### config.mk
export PLATFORM = sky130hd
export DESIGN_NAME = alu_divider
export DESIGN_NICKNAME = d
export VERILOG_FILES = /design/src/rtl/alu_divider.sv
export SDC_FILE = /design/constraint.sdc
export NUM_CORES = 1
export LEC_CHECK = 0
export CAP_MARGIN = 10
export CORE_MARGIN = 10
export CORE_UTILIZATION = 40
export DETAILED_ROUTE_END_ITERATION = 10
export GPL_ROUTABILITY_DRIVEN = 0
export HOLD_SLACK_MARGIN = 0.06
export PLACE_DENSITY = 0.66
export SYNTH_ARGS = -nofsm -noshare
export SYNTH_HDL_FRONTEND = slang
export SYNTH_SLANG_ARGS = --single-unit
### constraint.sdc
create_clock -name clk -period 4.1 [get_ports clk]
set_clock_uncertainty 0.1 [all_clocks]
set_input_delay 1.23 -clock clk [delete_from_list [all_inputs] [get_ports clk]]
set_output_delay 1.23 -clock clk [all_outputs]
set_load 0.05 [all_outputs]
### src/rtl/alu_divider.sv
// Sequential radix-2 restoring divider for the ALU DIV operation (quotient on Y1, remainder on Y2).
// Define ALU_DIV_SIGNED_EN to honour 'form' (signed division); otherwise every division is unsigned.
module alu_divider #(
    parameter int WIDTH = 32
) (
    input  logic             clk,
    input  logic             rst_n,
    input  logic             start,
    input  logic             form,
    input  logic [1:0]       vec,
    input  logic [WIDTH-1:0] A,
    input  logic [WIDTH-1:0] C,
    output logic             busy,
    output logic             done,
    output logic             err,
    output logic [WIDTH-1:0] Y1,
    output logic [WIDTH-1:0] Y2
);

    typedef enum logic [1:0] {IDLE, RUN, FIX, DONE} state_t;

    state_t      state_q;
    logic        busy_q, done_q, err_q;
    logic [31:0] y1_q, y2_q;
    logic [31:0] rem_q, quo_q, divMag_q;
    logic [5:0]  cnt_q;
    logic [1:0]  vec_q;
    logic        sign_q, quoNeg_q, remNeg_q;

    logic        signedIn, aNeg, cNeg;
    logic [5:0]  nBits;
    logic [31:0] aTrunc, cTrunc, aSx, cSx, aMag, cMag;
    logic [32:0] remShift, diff;
    logic [31:0] rem_d, quo_d, quoFix, remFix;

    function automatic logic [5:0] vecBits(input logic [1:0] pv);
        case (pv)
            2'b00:   return 6'd8;
            2'b01:   return 6'd16;
            default: return 6'd32;
        endcase
    endfunction

    // Keep the low n bits of v and extend them to 32 bits (sign or zero).
    function automatic logic [31:0] extend(input logic [31:0] v, input logic [1:0] pv, input logic sgn);
        case (pv)
            2'b00:   return sgn ? {{24{v[7]}}, v[7:0]} : {24'b0, v[7:0]};
            2'b01:   return sgn ? {{16{v[15]}}, v[15:0]} : {16'b0, v[15:0]};
            default: return v;
        endcase
    endfunction

    always_comb begin
`ifdef ALU_DIV_SIGNED_EN
        signedIn = form;
`else
        signedIn = form & 1'b0;
`endif
        nBits  = vecBits(vec);
        aTrunc = extend(A, vec, 1'b0);
        cTrunc = extend(C, vec, 1'b0);
        aSx    = extend(A, vec, 1'b1);
        cSx    = extend(C, vec, 1'b1);
        aNeg   = signedIn & aSx[31];
        cNeg   = signedIn & cSx[31];
        aMag   = aNeg ? (32'd0 - aSx) : aTrunc;
        cMag   = cNeg ? (32'd0 - cSx) : cTrunc;

        // Dividend is left-aligned so its MSB shifts out first; quotient bits fill in from the LSB.
        remShift = {rem_q, quo_q[31]};
        diff     = remShift - {1'b0, divMag_q};
        rem_d    = diff[32] ? remShift[31:0] : diff[31:0];
        quo_d    = {quo_q[30:0], ~diff[32]};

        quoFix = quoNeg_q ? (32'd0 - quo_q) : quo_q;
        remFix = remNeg_q ? (32'd0 - rem_q) : rem_q;
    end

    always_ff @(posedge clk) begin
        if (!rst_n) begin
            state_q  <= IDLE;
            busy_q   <= 1'b0;
            done_q   <= 1'b0;
            err_q    <= 1'b0;
            y1_q     <= '0;
            y2_q     <= '0;
            rem_q    <= '0;
            quo_q    <= '0;
            divMag_q <= '0;
            cnt_q    <= '0;
            vec_q    <= '0;
            sign_q   <= 1'b0;
            quoNeg_q <= 1'b0;
            remNeg_q <= 1'b0;
        end else begin
            case (state_q)
                IDLE: begin
                    done_q <= 1'b0;
                    if (start) begin
                        vec_q  <= vec;
                        sign_q <= signedIn;
                        if (vec == 2'b11) begin
                            err_q   <= 1'b1;
                            y1_q    <= '0;
                            y2_q    <= '0;
                            done_q  <= 1'b1;
                            state_q <= DONE;
                        end else if (cTrunc == 32'd0) begin
                            err_q   <= 1'b1;
                            y1_q    <= extend(32'hFFFF_FFFF, vec, signedIn);
                            y2_q    <= extend(A, vec, signedIn);
                            done_q  <= 1'b1;
                            state_q <= DONE;
                        end else begin
                            err_q    <= 1'b0;
                            rem_q    <= '0;
                            quo_q    <= aMag << (6'd32 - nBits);
                            divMag_q <= cMag;
                            quoNeg_q <= aNeg ^ cNeg;
                            remNeg_q <= aNeg;
                            cnt_q    <= nBits;
                            busy_q   <= 1'b1;
                            state_q  <= RUN;
                        end
                    end
                end
                RUN: begin
                    rem_q <= rem_d;
                    quo_q <= quo_d;
                    cnt_q <= cnt_q - 6'd1;
                    if (cnt_q == 6'd1) state_q <= FIX;
                end
                FIX: begin
                    // Most-negative / -1 needs no special case: magnitude 2^(n-1) re-extends to most-negative.
                    y1_q    <= extend(quoFix, vec_q, sign_q);
                    y2_q    <= extend(remFix, vec_q, sign_q);
                    busy_q  <= 1'b0;
                    done_q  <= 1'b1;
                    state_q <= DONE;
                end
                DONE: begin
                    done_q  <= 1'b0;
                    state_q <= IDLE;
                end
                default: state_q <= IDLE;
            endcase
        end
    end

    assign busy = busy_q;
    assign done = done_q;
    assign err  = err_q;
    assign Y1   = y1_q;
    assign Y2   = y2_q;

endmodule

; Word-level counts from Yosys, hierarchy flattened
; Cells that the tools add are included.
[op_classes]
eq_ne = 12
n_mux = 40
addsub = 3
n_bitwise = 3
shifts = 1
n_reduce_logical = 13
[ops]
columns = operator, n
row1 = 32-bit one-hot mux with 2 select lines, 9
row2 = 32-bit two-way mux, 13
row3 = 33-bit by 32-bit subtractor with 33-bit output, 1
row4 = 32-bit zero test, 1
row5 = 32-bit by 6-bit left shift with 32-bit output, 1
row6 = 6-bit one-hot mux with 2 select lines, 2
row7 = 6-bit two-way mux, 3
row8 = 4-bit AND reduction, 3
row9 = 2-bit two-way mux, 4
row10 = 2-bit inequality test (second input constant), 4
row11 = 2-bit one-hot mux with 4 select lines, 1
row12 = 2-bit by 1-bit == test with 1-bit output (second input constant), 3
row13 = 2-bit == test (second input constant), 3
row14 = 6-bit by 1-bit == test with 1-bit output (second input constant), 1
row15 = 2-bit zero test, 3
row16 = 1-bit two-way mux, 6
row17 = 6-bit by 1-bit subtractor with 6-bit output (second input constant), 1
row18 = 6-bit subtractor (first input constant), 1
row19 = 2-bit AND reduction, 2
row20 = 2-bit nonzero test, 2
row21 = 3-bit inequality test (second input constant), 1
row22 = 1-bit inverter, 3
row23 = 1-bit one-hot mux with 3 select lines, 1
row24 = 3-bit AND reduction, 1
row25 = other kinds (2), 2
[totals]
in_bits = 70
wordCells = 83
regBits = 173
out_inout_bits = 67

; Depth between registers and ports, before layout
[logic_depth]
word_depth = 8
ltp_mapped = 14
mapped_depth_nobuf = 12

; Least setup slack after synthesis
; No wires, ideal clock.
[synth_path]
kind = in2reg
startpoint = in vec[1]
endpoint = reg quo_q[29]
arrival_ns = 3.526
slack_ns = 0.349
n_path_buf = 4
path_stages = 13
required_time_ns = 3.875
setup_time_ns = 0.125
path_cell_list = inv_1 > ha_1 > clkbuf_1 > buf_1 > inv_1 > ha_1 > clkbuf_1 > clkbuf_1 > nor3b_1 > a21oi_1 > o21ai_0 > a221oi_1 > nor3b_1
[synth_via]
elab_chain_cells = 8
word_cells_on_any_way = 16
cone_classes = add/sub: 1 / eq/ne: 4 / shift: 1 / mux: 7 / reduce/logical: 3
[synth_rtl]
columns = element, line_no
row1 = start: declaration, 10  ; input logic [1:0] vec,
row2 = 2-bit by 1-bit == test with 1-bit output or 2-bit zero test (tied branches), n/a
row3 = 6-bit one-hot mux with 2 select lines, 37  ; case (pv)
row4 = 6-bit subtractor, 117  ; quo_q <= aMag << (6'd32 - nBits);
row5 = 32-bit by 6-bit left shift with 32-bit output, 117
row6 = 32-bit two-way mux, 108  ; end else if (cTrunc == 32'd0) begin
row7 = 32-bit two-way mux, 102  ; if (vec == 2'b11) begin
row8 = 32-bit two-way mux, 99  ; if (start) begin
row9 = 32-bit one-hot mux with 2 select lines, 96  ; case (state_q)
row10 = end signal: assignment, 117
row11 = end signal: assignment, 129  ; quo_q <= quo_d;
row12 = end: declaration, 25  ; logic [31:0] rem_q, quo_q, divMag_q;
; Parallel ways exist; a longest one is shown, timed or not. The select of a mux whose other input is x is not followed.
; A chain may end at the register's enable or synchronous reset.

; Final worst setup path
[layout_path]
startpoint = in vec[0]
endpoint = reg quo_q[31]
; The elaborated chain is that of the path after synthesis.

==> results.ini <==
[clock_network]
post_cts_buffers = 0
cts_root_buf = clkbuf_16
clockBufferDepth = 2
cts_tree = done
cts_resized = 0
clk_latency_ns = 0.44
postCtsHoldBufs = 0
clk_pin_slew_ns = 0.07
cts_buffers = 17
cts_sinks = 173
cts.htree.levels = 4

[drt]
wl_per_cell_um = 19.0
wl_um = 32400
drt_iter0_drc = 805
antenna_left = 0
dr.pass1.iters = 6
drc_errors = 0
vias = 9904
viasPerCell = 5.80

[critical_path]
crit_path_end_kind = flop
cp.required_ns = 4.32
r2r_slack_ns = 0.41
crit_path_end = quo_q[31]$_SDFFE_PN0P_
path_class = in -> reg
critPathLaunchType = input port
critPathMaxFanout = 12
r2r-start = divMag_q[0]$_SDFFE_PN0P_
worstPathArrival_ns = 3.96
reg2reg_to = rem_q[5]$_SDFFE_PN0P_
crit_path_start = vec[0]
r2r_cells = 11

[logic_synthesis]
async_flop_share_pct = 0
synthAdderAreaFrac_pct = 5.62
synth-edff-count = 0
synth_ff_type = dfxtp_1
synthCells = 1273
synthesis.nets = 1388
ys_types = 62
synth_mux_area_share_pct = 0.887
synth_top_family_by_area = compound AO/OA/AOI/OAI gates
synth_warnings = 0
synth_compound_area_share_pct = 27.1
synth_area_per_cell_um2 = 7.98
synth_simple_gate_area_share_pct = 24.0
synth_area_um2 = 10200
yosysSeqAreaShare_pct = 34.1
synthXorXnorAreaFrac_pct = 1.81
ys_ff_latch = 173

[placement]
port-buffer-count = 135
dp_cells = 1677
post-dp-hpwl_um = 23900
place_ws_ns = -0.191

[cells_and_area]
syn2layout_area_growth_pct = 23.8
n_antenna_cell = 0
final_layout_size_suffix_gt1_share_pct = 9.28
layout.cells.most_common = dfxtp_1
mostFrequentLayoutCells = dfxtp_1, nand2_1, clkdlybuf4s50_1, nor2_1, a21oi_1
fin_nets = 1481
fin_cells = 1709
fill_cells = 2434

[die]
ios = 137
initial_core_util_pct = 40.4
dieHeight_um = 179
core_um2 = 25100
die_area_um2 = 32200
die_x_um = 179
rows = 58

[timing]
worstMarginPinSlew_ns = 0.863
finalSetupViolCount = 0
hold_violations = 0
grt_setup_unrepaired = no
slew_violations = 0
setup_slack_ns = 0.361
slew_headroom_pct = 42.4
min_period_ns = 3.74
timing.final.crit_share_pct = 91.2
max_clock_freq_ghz = 0.267

[global_routing]
grt.busiest_layer = met2
antenna_found_initial = 0
grt_pass1_vias = 9538
grt_pass1_wl_um = 51300
grt-ovfl-total = 0
use_met2_pct = 30.7
grt_max_degree = 105
use_met1_pct = 26.9
met3_usage_pct = 4.76
grt_util_all_layers_pct = 20.0

[status]
status = finished clean

[worst_hold_path]
hp-class = reg -> reg
hold_depth = 2

[pwr]
power_density_nw_per_um2 = 1010
leakagePower_uw = 0.00481
vdd.ir_drop.worst_mv = 1.70

[job]
cap_violations = 0

## cells by family after synthesis
| group | Yosys count |
|---|---|
| xor gates and xnor gates | 21 |
| muxes | 8 |
| AOI/OAI and AO/OA | 377 |
| DFF | 173 |
| adders and majority gates | 45 |
| and+or+nand+nor | 491 |
| buffers and inverters | 158 |
## cell type report
type	instances	area (um2)	area share, %
Multi-Input combinational cell	942	6080	48.4
Sequential cell	173	3460	27.6
Timing Repair Buffer	181	1820	14.5
Clock buffer	17	425	3.39
Tap cell	330	413	3.29
Inverter	51	191	1.52
Clock inverter	15	170	1.35
## synth_stat cells, types with 13 or more instances
master    instances  area share [%]
nand2_1         161             6.0
o211ai_2         20             2.5
nor3b_1          70             5.2
nand4_1          28             1.7
a221oi_1         65             5.6
nor2_1          104             3.8
a21oi_1          80             3.9
nor3_1           17            0.84
o21ai_0          52             2.6
a21boi_0         43             3.2
ha_1             44             5.4
xnor2_1          13             1.1
clkbuf_1         81             3.0
dfxtp_1         173              34
nand3_1          44             2.2
o211ai_1         16             1.2
nor2b_1          14            0.86
a21o_1           21             1.6
inv_1            51             1.9
## through the flow
stage	hold WS, ns	power [uW]	cell area (um2)	utilization, %	setup TNS, ns
2_1_floorplan	0.341	9130	10200	-	0
3_3_place_gp	0.354	10800	12000	47.7	-1.72
3_5_place_dp	0.360	10900	12000	47.7	-2.98
4_1_cts	0.368	12600	12600	50.0	0
5_1_grt	0.385	13600	12600	50.0	0
6_report	0.364	12700	12600	50.0	0
## sequential cells by signal, indices dropped and copies added, names as in the netlist
| register | cells |
|---|---|
| quo_q | 32 |
| Y1 | 32 |
| state_q | 2 |
| err | 1 |
| busy | 1 |
| vec_q | 2 |
| divMag_q | 32 |
| Y2 | 32 |
| done | 1 |
| rem_q | 32 |
| cnt_q | 6 |
## worst min path at each step
stage	start	to	slack, ns
6_report	divMag_q[17]$_SDFFE_PN0P_	divMag_q[17]$_SDFFE_PN0P_	0.36
2_1_floorplan	divMag_q[31]$_SDFFE_PN0P_	divMag_q[31]$_SDFFE_PN0P_	0.34
3_5_place_dp	divMag_q[23]$_SDFFE_PN0P_	divMag_q[23]$_SDFFE_PN0P_	0.36
5_1_grt	divMag_q[22]$_SDFFE_PN0P_	divMag_q[22]$_SDFFE_PN0P_	0.38
4_1_cts	divMag_q[23]$_SDFFE_PN0P_	divMag_q[23]$_SDFFE_PN0P_	0.37
3_3_place_gp	vec_q[0]$_SDFFE_PN0P_	vec_q[0]$_SDFFE_PN0P_	0.35
## critical path: stages
cell and delay [ns]:
clkdlybuf4s50_1 0.51, inv_1 0.15, ha_1 0.35, inv_1 0.12, ha_1 0.55, nor2_1 0.12
buf_4 0.17, a221oi_1 0.26, a21oi_1 0.07, a221oi_1 0.36, nor3b_1 0.08
## per-layer routing
| layer | up-vias | part of all wire [%] |
|---|---|---|
| met5 | - | 0 |
| li1 | 4818 | - |
| met2 | 368 | 45 |
| met4 | 0 | 2.3 |
| met3 | 46 | 8.2 |
| met1 | 4672 | 45 |
## report_power, final
| part | internal (uW) | switching (uW) | leakage [uW] |
|---|---|---|---|
| clock network | 869 | 791 | 0.000285 |
| registers | 2200 | 454 | 0.00141 |
| logic | 3100 | 5260 | 0.00311 |
Power figures use the tool's default switching activity.
==> RTL edit 1 (same settings) <==
Add an input register stage for `start`, `vec`, `A` and `C`, without a reset; this delays them by one clock. The other inputs are not delayed to match.
--- a/src/rtl/alu_divider.sv
+++ b/src/rtl/alu_divider.sv
@@ -18,6 +18,18 @@
 );
 
     typedef enum logic [1:0] {IDLE, RUN, FIX, DONE} state_t;
+
+    logic start_q;
+    logic [1:0] vec_r;
+    logic [WIDTH-1:0] A_q;
+    logic [WIDTH-1:0] C_q;
+
+    always_ff @(posedge clk) begin
+        start_q <= start;
+        vec_r   <= vec;
+        A_q     <= A;
+        C_q     <= C;
+    end
 
     state_t      state_q;
     logic        busy_q, done_q, err_q;
@@ -56,11 +68,11 @@
 `else
         signedIn = form & 1'b0;
 `endif
-        nBits  = vecBits(vec);
-        aTrunc = extend(A, vec, 1'b0);
-        cTrunc = extend(C, vec, 1'b0);
-        aSx    = extend(A, vec, 1'b1);
-        cSx    = extend(C, vec, 1'b1);
+        nBits  = vecBits(vec_r);
+        aTrunc = extend(A_q, vec_r, 1'b0);
+        cTrunc = extend(C_q, vec_r, 1'b0);
+        aSx    = extend(A_q, vec_r, 1'b1);
+        cSx    = extend(C_q, vec_r, 1'b1);
         aNeg   = signedIn & aSx[31];
         cNeg   = signedIn & cSx[31];
         aMag   = aNeg ? (32'd0 - aSx) : aTrunc;
@@ -96,10 +108,10 @@
             case (state_q)
                 IDLE: begin
                     done_q <= 1'b0;
-                    if (start) begin
-                        vec_q  <= vec;
+                    if (start_q) begin
+                        vec_q  <= vec_r;
                         sign_q <= signedIn;
-                        if (vec == 2'b11) begin
+                        if (vec_r == 2'b11) begin
                             err_q   <= 1'b1;
                             y1_q    <= '0;
                             y2_q    <= '0;
@@ -107,8 +119,8 @@
                             state_q <= DONE;
                         end else if (cTrunc == 32'd0) begin
                             err_q   <= 1'b1;
-                            y1_q    <= extend(32'hFFFF_FFFF, vec, signedIn);
-                            y2_q    <= extend(A, vec, signedIn);
+                            y1_q    <= extend(32'hFFFF_FFFF, vec_r, signedIn);
+                            y2_q    <= extend(A_q, vec_r, signedIn);
                             done_q  <= 1'b1;
                             state_q <= DONE;
                         end else begin
Behaviour: not the same (Yosys sat finds a counterexample within 4 cycles, from zero or initial values and one cycle with rst_n low).
==> RTL edit 1 against the unedited design <==
  * Worst setup slack gained 0.048 ns
  * Sequential cell count increased by 67
  * Synthesized area up 12%
  * Cell area grew 12%
  * First-iteration DRC count grew 25%
  * Total power increased by 14%
  * Die area is 11% higher
  * Largest cell class unchanged
  * Routed wire length is 1.6% higher
==> RTL edit 1: results (changes against the unedited design) <==
Parameter                              Value

Run status
  Status    complete, no violations

GRT
  Met3 track demand over resource in global routing    2.79% (-2.0 points)
  First-pass GRT wire length    51.9 mm (+1.2%)
  Global routing usage on met2    28.1% (-2.5 points)
  Met1 Usage GRT    23.7% (-3.1 points)
  Via count of the first global-routing pass    9554 (+0.17%)
  Maximum number of pins on one net before global-route repair    97 (-7.6%)

Worst setup path
  Worst path max stage delay    0.44 ns (-0.11 ns)
  Crit path from    quo_q[31]
  Slowest cell on the critical path    xor2_4
  Slack of the worst reg-to-reg path    0.41 ns (about the same)
  Critical path peak fanout    11 (-1)
  Cell class contributing the biggest share of worst-path delay    compound AO/OA/AOI/OAI gates
  Critical path arrival    4.00 ns (+0.04 ns)
  Number of cells on the worst reg-to-reg path    13 (+2)

CTS
  Level count of the clock H-tree    1 (-3)
  Insertion delay to the later sink of the worst-skew pair    0.55 ns (+0.11 ns)
  Cts bufs inserted    27 (+10)

Yosys
  Sequential-to-total area share from yosys stat    42.1% (+8.0 points)
  Post-synthesis share of cell area spent on xor and xnor gates    1.52% (-0.29 points)
  Adder and majority gate portion of the synthesized area    4.89% (-0.73 points)
  Complex-gate fraction of the synthesized area    24.7% (-2.4 points)
  Synthesized net count    1473 (+6.1%)
  Gate count after technology mapping    1359 (+6.8%)
  Post-synthesis mux area share    1.77% (+0.89 points)
  Biggest area contributors in the synthesized netlist    dfxtp_1 (42%), nand2_1 (6.5%), a21oi_1 (4.9%), ha_1 (4.7%), o21ai_0 (3.7%)

Place
  Post-detail-place hpwl    24.1 mm (+0.83%)
  Instance area at placement    13100 um^2 (+9.5%)
  Number of placed cells counting well taps    1803 (+7.5%)
  Worst setup slack before clock tree synthesis    0.468 ns (+0.659 ns)

Routing
  DRT Pass-1 Iters    5 (-1)
  Wire length on met3    2.14 mm (-19%)
  Initial DRC Count    1008 (+25%)
  Met1 Routed Length    14.9 mm (+3.1%)
  Routed vias    10100 (+1.8%)
  Met2 routed wirelength    14.9 mm (+2.6%)

Worst hold path
  Worst-case hold path end point    divMag_q[18]
  Hold path startpoint    divMag_q[18]

Final layout
  Fillers    2685 (+10%)
  Final std cells w/o fill    1850 (+8.3%)
  Share of cells above drive strength 1    6.18% (-3.1 points)

STA
  Highest clock rate    271 MHz (+1.3%)

Pwr
  LEAKAGE    0.00581 uW (+21%)
  IR Drop Worst-Case VDD    0.938 mV (-45%)
RTL edit 1: final cells by class:
| type | instances | area share [%] |
|---|---|---|
| clock buffer | 34 | 5.35 |
| clock inverter | 13 | 1.43 |
| sequential | 240 | 34.2 |
| tap | 378 | 3.37 |
| inverter | 66 | 1.76 |
| timing repair buffer | 160 | 11.1 |
| multi-input combinational | 959 | 42.8 |
RTL edit 1: cells by family (layout without fill, tap and decap cells):
family | count (synthesis) | count (layout)
XOR/XNOR | 19 | 19
AO/OA/AOI/OAI | 418 | 418
AND/OR/NAND/NOR | 458 | 458
multiplexers | 20 | 20
buffers and inverters | 160 | 273
adder cells (fa/ha/maj) | 44 | 44
flip-flops | 240 | 240
RTL edit 1: report_power, final:
part	internal (uW)	switching, uW	total [uW]
clock network	1610	969	2580
logic	3530	5050	8580
registers	2850	470	3320
total	7990	6490	14500
==> RTL edit 2 (config.mk and constraints unchanged) <==
Without the edit above. The option `ALU_DIV_SIGNED_EN` is turned on by a define.
--- a/src/rtl/alu_divider.sv
+++ b/src/rtl/alu_divider.sv
@@ -1,5 +1,7 @@
 // Sequential radix-2 restoring divider for the ALU DIV operation (quotient on Y1, remainder on Y2).
 // Define ALU_DIV_SIGNED_EN to honour 'form' (signed division); otherwise every division is unsigned.
+`define ALU_DIV_SIGNED_EN
+
 module alu_divider #(
     parameter int WIDTH = 32
 ) (
Behaviour: not the same (a bounded check fails within 4 cycles, from zero or initial values and one cycle with rst_n low).
==> RTL edit 2 against the unedited design <==
  * Sequential cell count grew 3
  * Cell area is 36% higher
  * Synthesized area up 32%
  * Total power is 15% higher
  * Core utilization up 2.2 points
  * Routed wire length rose by 60%
  * First-iteration DRC count rose to 2.6 times the old value
  * Worst setup slack worse by 0.27 ns
  * Critical path type unchanged
  * Largest power group unchanged
  * Highest routed layer unchanged
==> RTL edit 2: results (changes against the unedited design) <==
Parameter                              Value

Run status
  Status    complete, no violations

Routing
  Drt total wl    52.0 mm (+60%)
  Met2 routed wirelength    21.6 mm (+48%)
  DRT Pass-1 Iters    8 (+2)
  Wire length on met3    5.90 mm (+120%)
  Met1 Routed Length    23.1 mm (+59%)
  Initial DRC Count    2109 (+160%)
  Via-per-instance ratio    6.08 (+5.0%)

Place
  Port bufs    136 (+0.74%)
  Instance area at placement    16500 um^2 (+38%)
  Post-detail-place hpwl    40.9 mm (+71%)
  Worst setup slack before clock tree synthesis    -0.409 ns (-0.218 ns)

Yosys
  Most frequent cells after synthesis    a21oi_1 (194), dfxtp_1 (176), o21ai_0 (176), nand2_1 (169), nor2_1 (166)
  Synthesized net count    1943 (+40%)
  Sequential-to-total area share from yosys stat    26.3% (-7.8 points)
  Avg Cell Area, Syn    7.33 um^2 (-8.1%)
  Biggest area contributors in the synthesized netlist    dfxtp_1 (26%), a21oi_1 (7.2%), o21ai_0 (6.6%), nand2_1 (4.7%), nor2_1 (4.6%)
  Yosys cell types    84 (+35%)

Worst setup path
  Startpoint of the lowest-slack register-to-register path    quo_q[31]
  Critical path arrival    4.24 ns (+0.28 ns)
  Reg-to-reg critical path endpoint    rem_q[31]
  Critical path peak fanout    8 (-4)
  Slack of the worst reg-to-reg path    0.53 ns (+0.12 ns)
  Number of cells on the worst reg-to-reg path    13 (+2)
  Crit path from    vec[1]

GRT
  First-pass GRT wire length    81.1 mm (+58%)
  Met3 track demand over resource in global routing    6.37% (+1.6 points)
  Number of antenna violations at the first check in global routing    2 (+2)
  Met1 Usage GRT    34.0% (+7.1 points)
  Via count of the first global-routing pass    14400 (+51%)
  Overall routing resource usage    24.3% (+4.4 points)
  Maximum number of pins on one net before global-route repair    71 (-32%)
  Global routing usage on met2    35.4% (+4.7 points)

Final layout
  Total area of multi-input combinational cells    9180 um^2 (+51%)
  Number of nets in the final layout    2180 (+47%)
  Fillers    3113 (+28%)
  Share of cells above drive strength 1    14.4% (+5.1 points)
  Final std cells w/o fill    2523 (+48%)

STA
  Worst-margin pin slew    0.850 ns (-0.0134 ns)
  Final worst hold slack    0.352 ns (-0.0120 ns)

CTS
  Post-CTS clock slew at the launch and capture registers of the worst setup and hold paths    0.08 ns
  Number of setup buffers added after CTS    0 (unchanged)
  Insertion delay to the later sink of the worst-skew pair    0.46 ns (+0.02 ns)
  Longest Clk Path Bufs    2 (unchanged)

Pwr
  LEAKAGE    0.00664 uW (+38%)
  Power drawn by the clock network    1600 uW (-4%)
  Net Switching    7550 uW (+16%)
  Total power per unit cell area    850 nW/um^2 (-16%)
  Combinational cell fraction of total power    69.6% (+3.7 points)
  IR Drop Worst-Case VDD    1.10 mV (-35%)

Worst hold path
  Worst-case hold path end point    divMag_q[26]
  Hold path startpoint    divMag_q[26]
[RTL edit 2: cell types whose count changed after synthesis, moves of 28 or more]
cell      delta
nor3b_1     -68
o21ai_0    +124
a21oi_1    +114
o31ai_1     +30
a221oi_1    -41
nor3_1      +28
a21boi_0    -39
a211oi_1    +38
nor2_1      +62
xnor2_1     +55
xor2_1      +41
[RTL edit 2: worst max-delay path, stage by stage]
cell and delay (ns):
clkdlybuf4s50_1 0.49, nor2b_2 0.17, inv_1 0.09, ha_4 0.19
or3b_4 0.42, a21o_1 0.17, and4_1 0.29, nand4_1 0.22
o21ai_1 0.08, a21o_1 0.17, a221oi_1 0.57, o31ai_1 0.14
[RTL edit 2: timing repair]
item / 4_1_cts / 5_1_grt
resized for setup: 0 / 7
hold buffers: 0 / 0
endpoints found under the setup margin: 0 / 53
[RTL edit 2: area by class of cell]
class	instances	area share [%]
antenna	2	0.0292
clock inverter	14	0.818
multi-input combinational	1453	53.6
sequential	176	20.6
clock buffer	18	2.51
timing repair buffer	348	17.7
tap	442	3.23
inverter	70	1.56
[RTL edit 2: kinds of logic (layout without fill, tap and decap cells)]
logic type                 Yosys count  after routing  share of synthesized area, %
AOI/OAI and AO/OA                  700            700                          33.7
and+or+nand+nor                    559            559                          19.7
buffers and inverters              200            450                          5.94
DFF                                176            176                          26.3
xor gates and xnor gates           117            117                          7.64
adders and majority gates           44             44                          4.16
muxes                               33             33                          2.52
other                                0              2                             0
[RTL edit 2: worst max-delay path by stage]
stage / endpoint / slack, ns / cells after the start
final: quo_q[26] / 0.09 / 12
after global routing: quo_q[12] / 0.002 / 14
after CTS: quo_q[25] / 0.07 / 12
after detailed placement: quo_q[25] / -0.41 / 12
after global placement: quo_q[25] / -0.39 / 12
after floorplan: rem_q[29] / 0.008 / 18
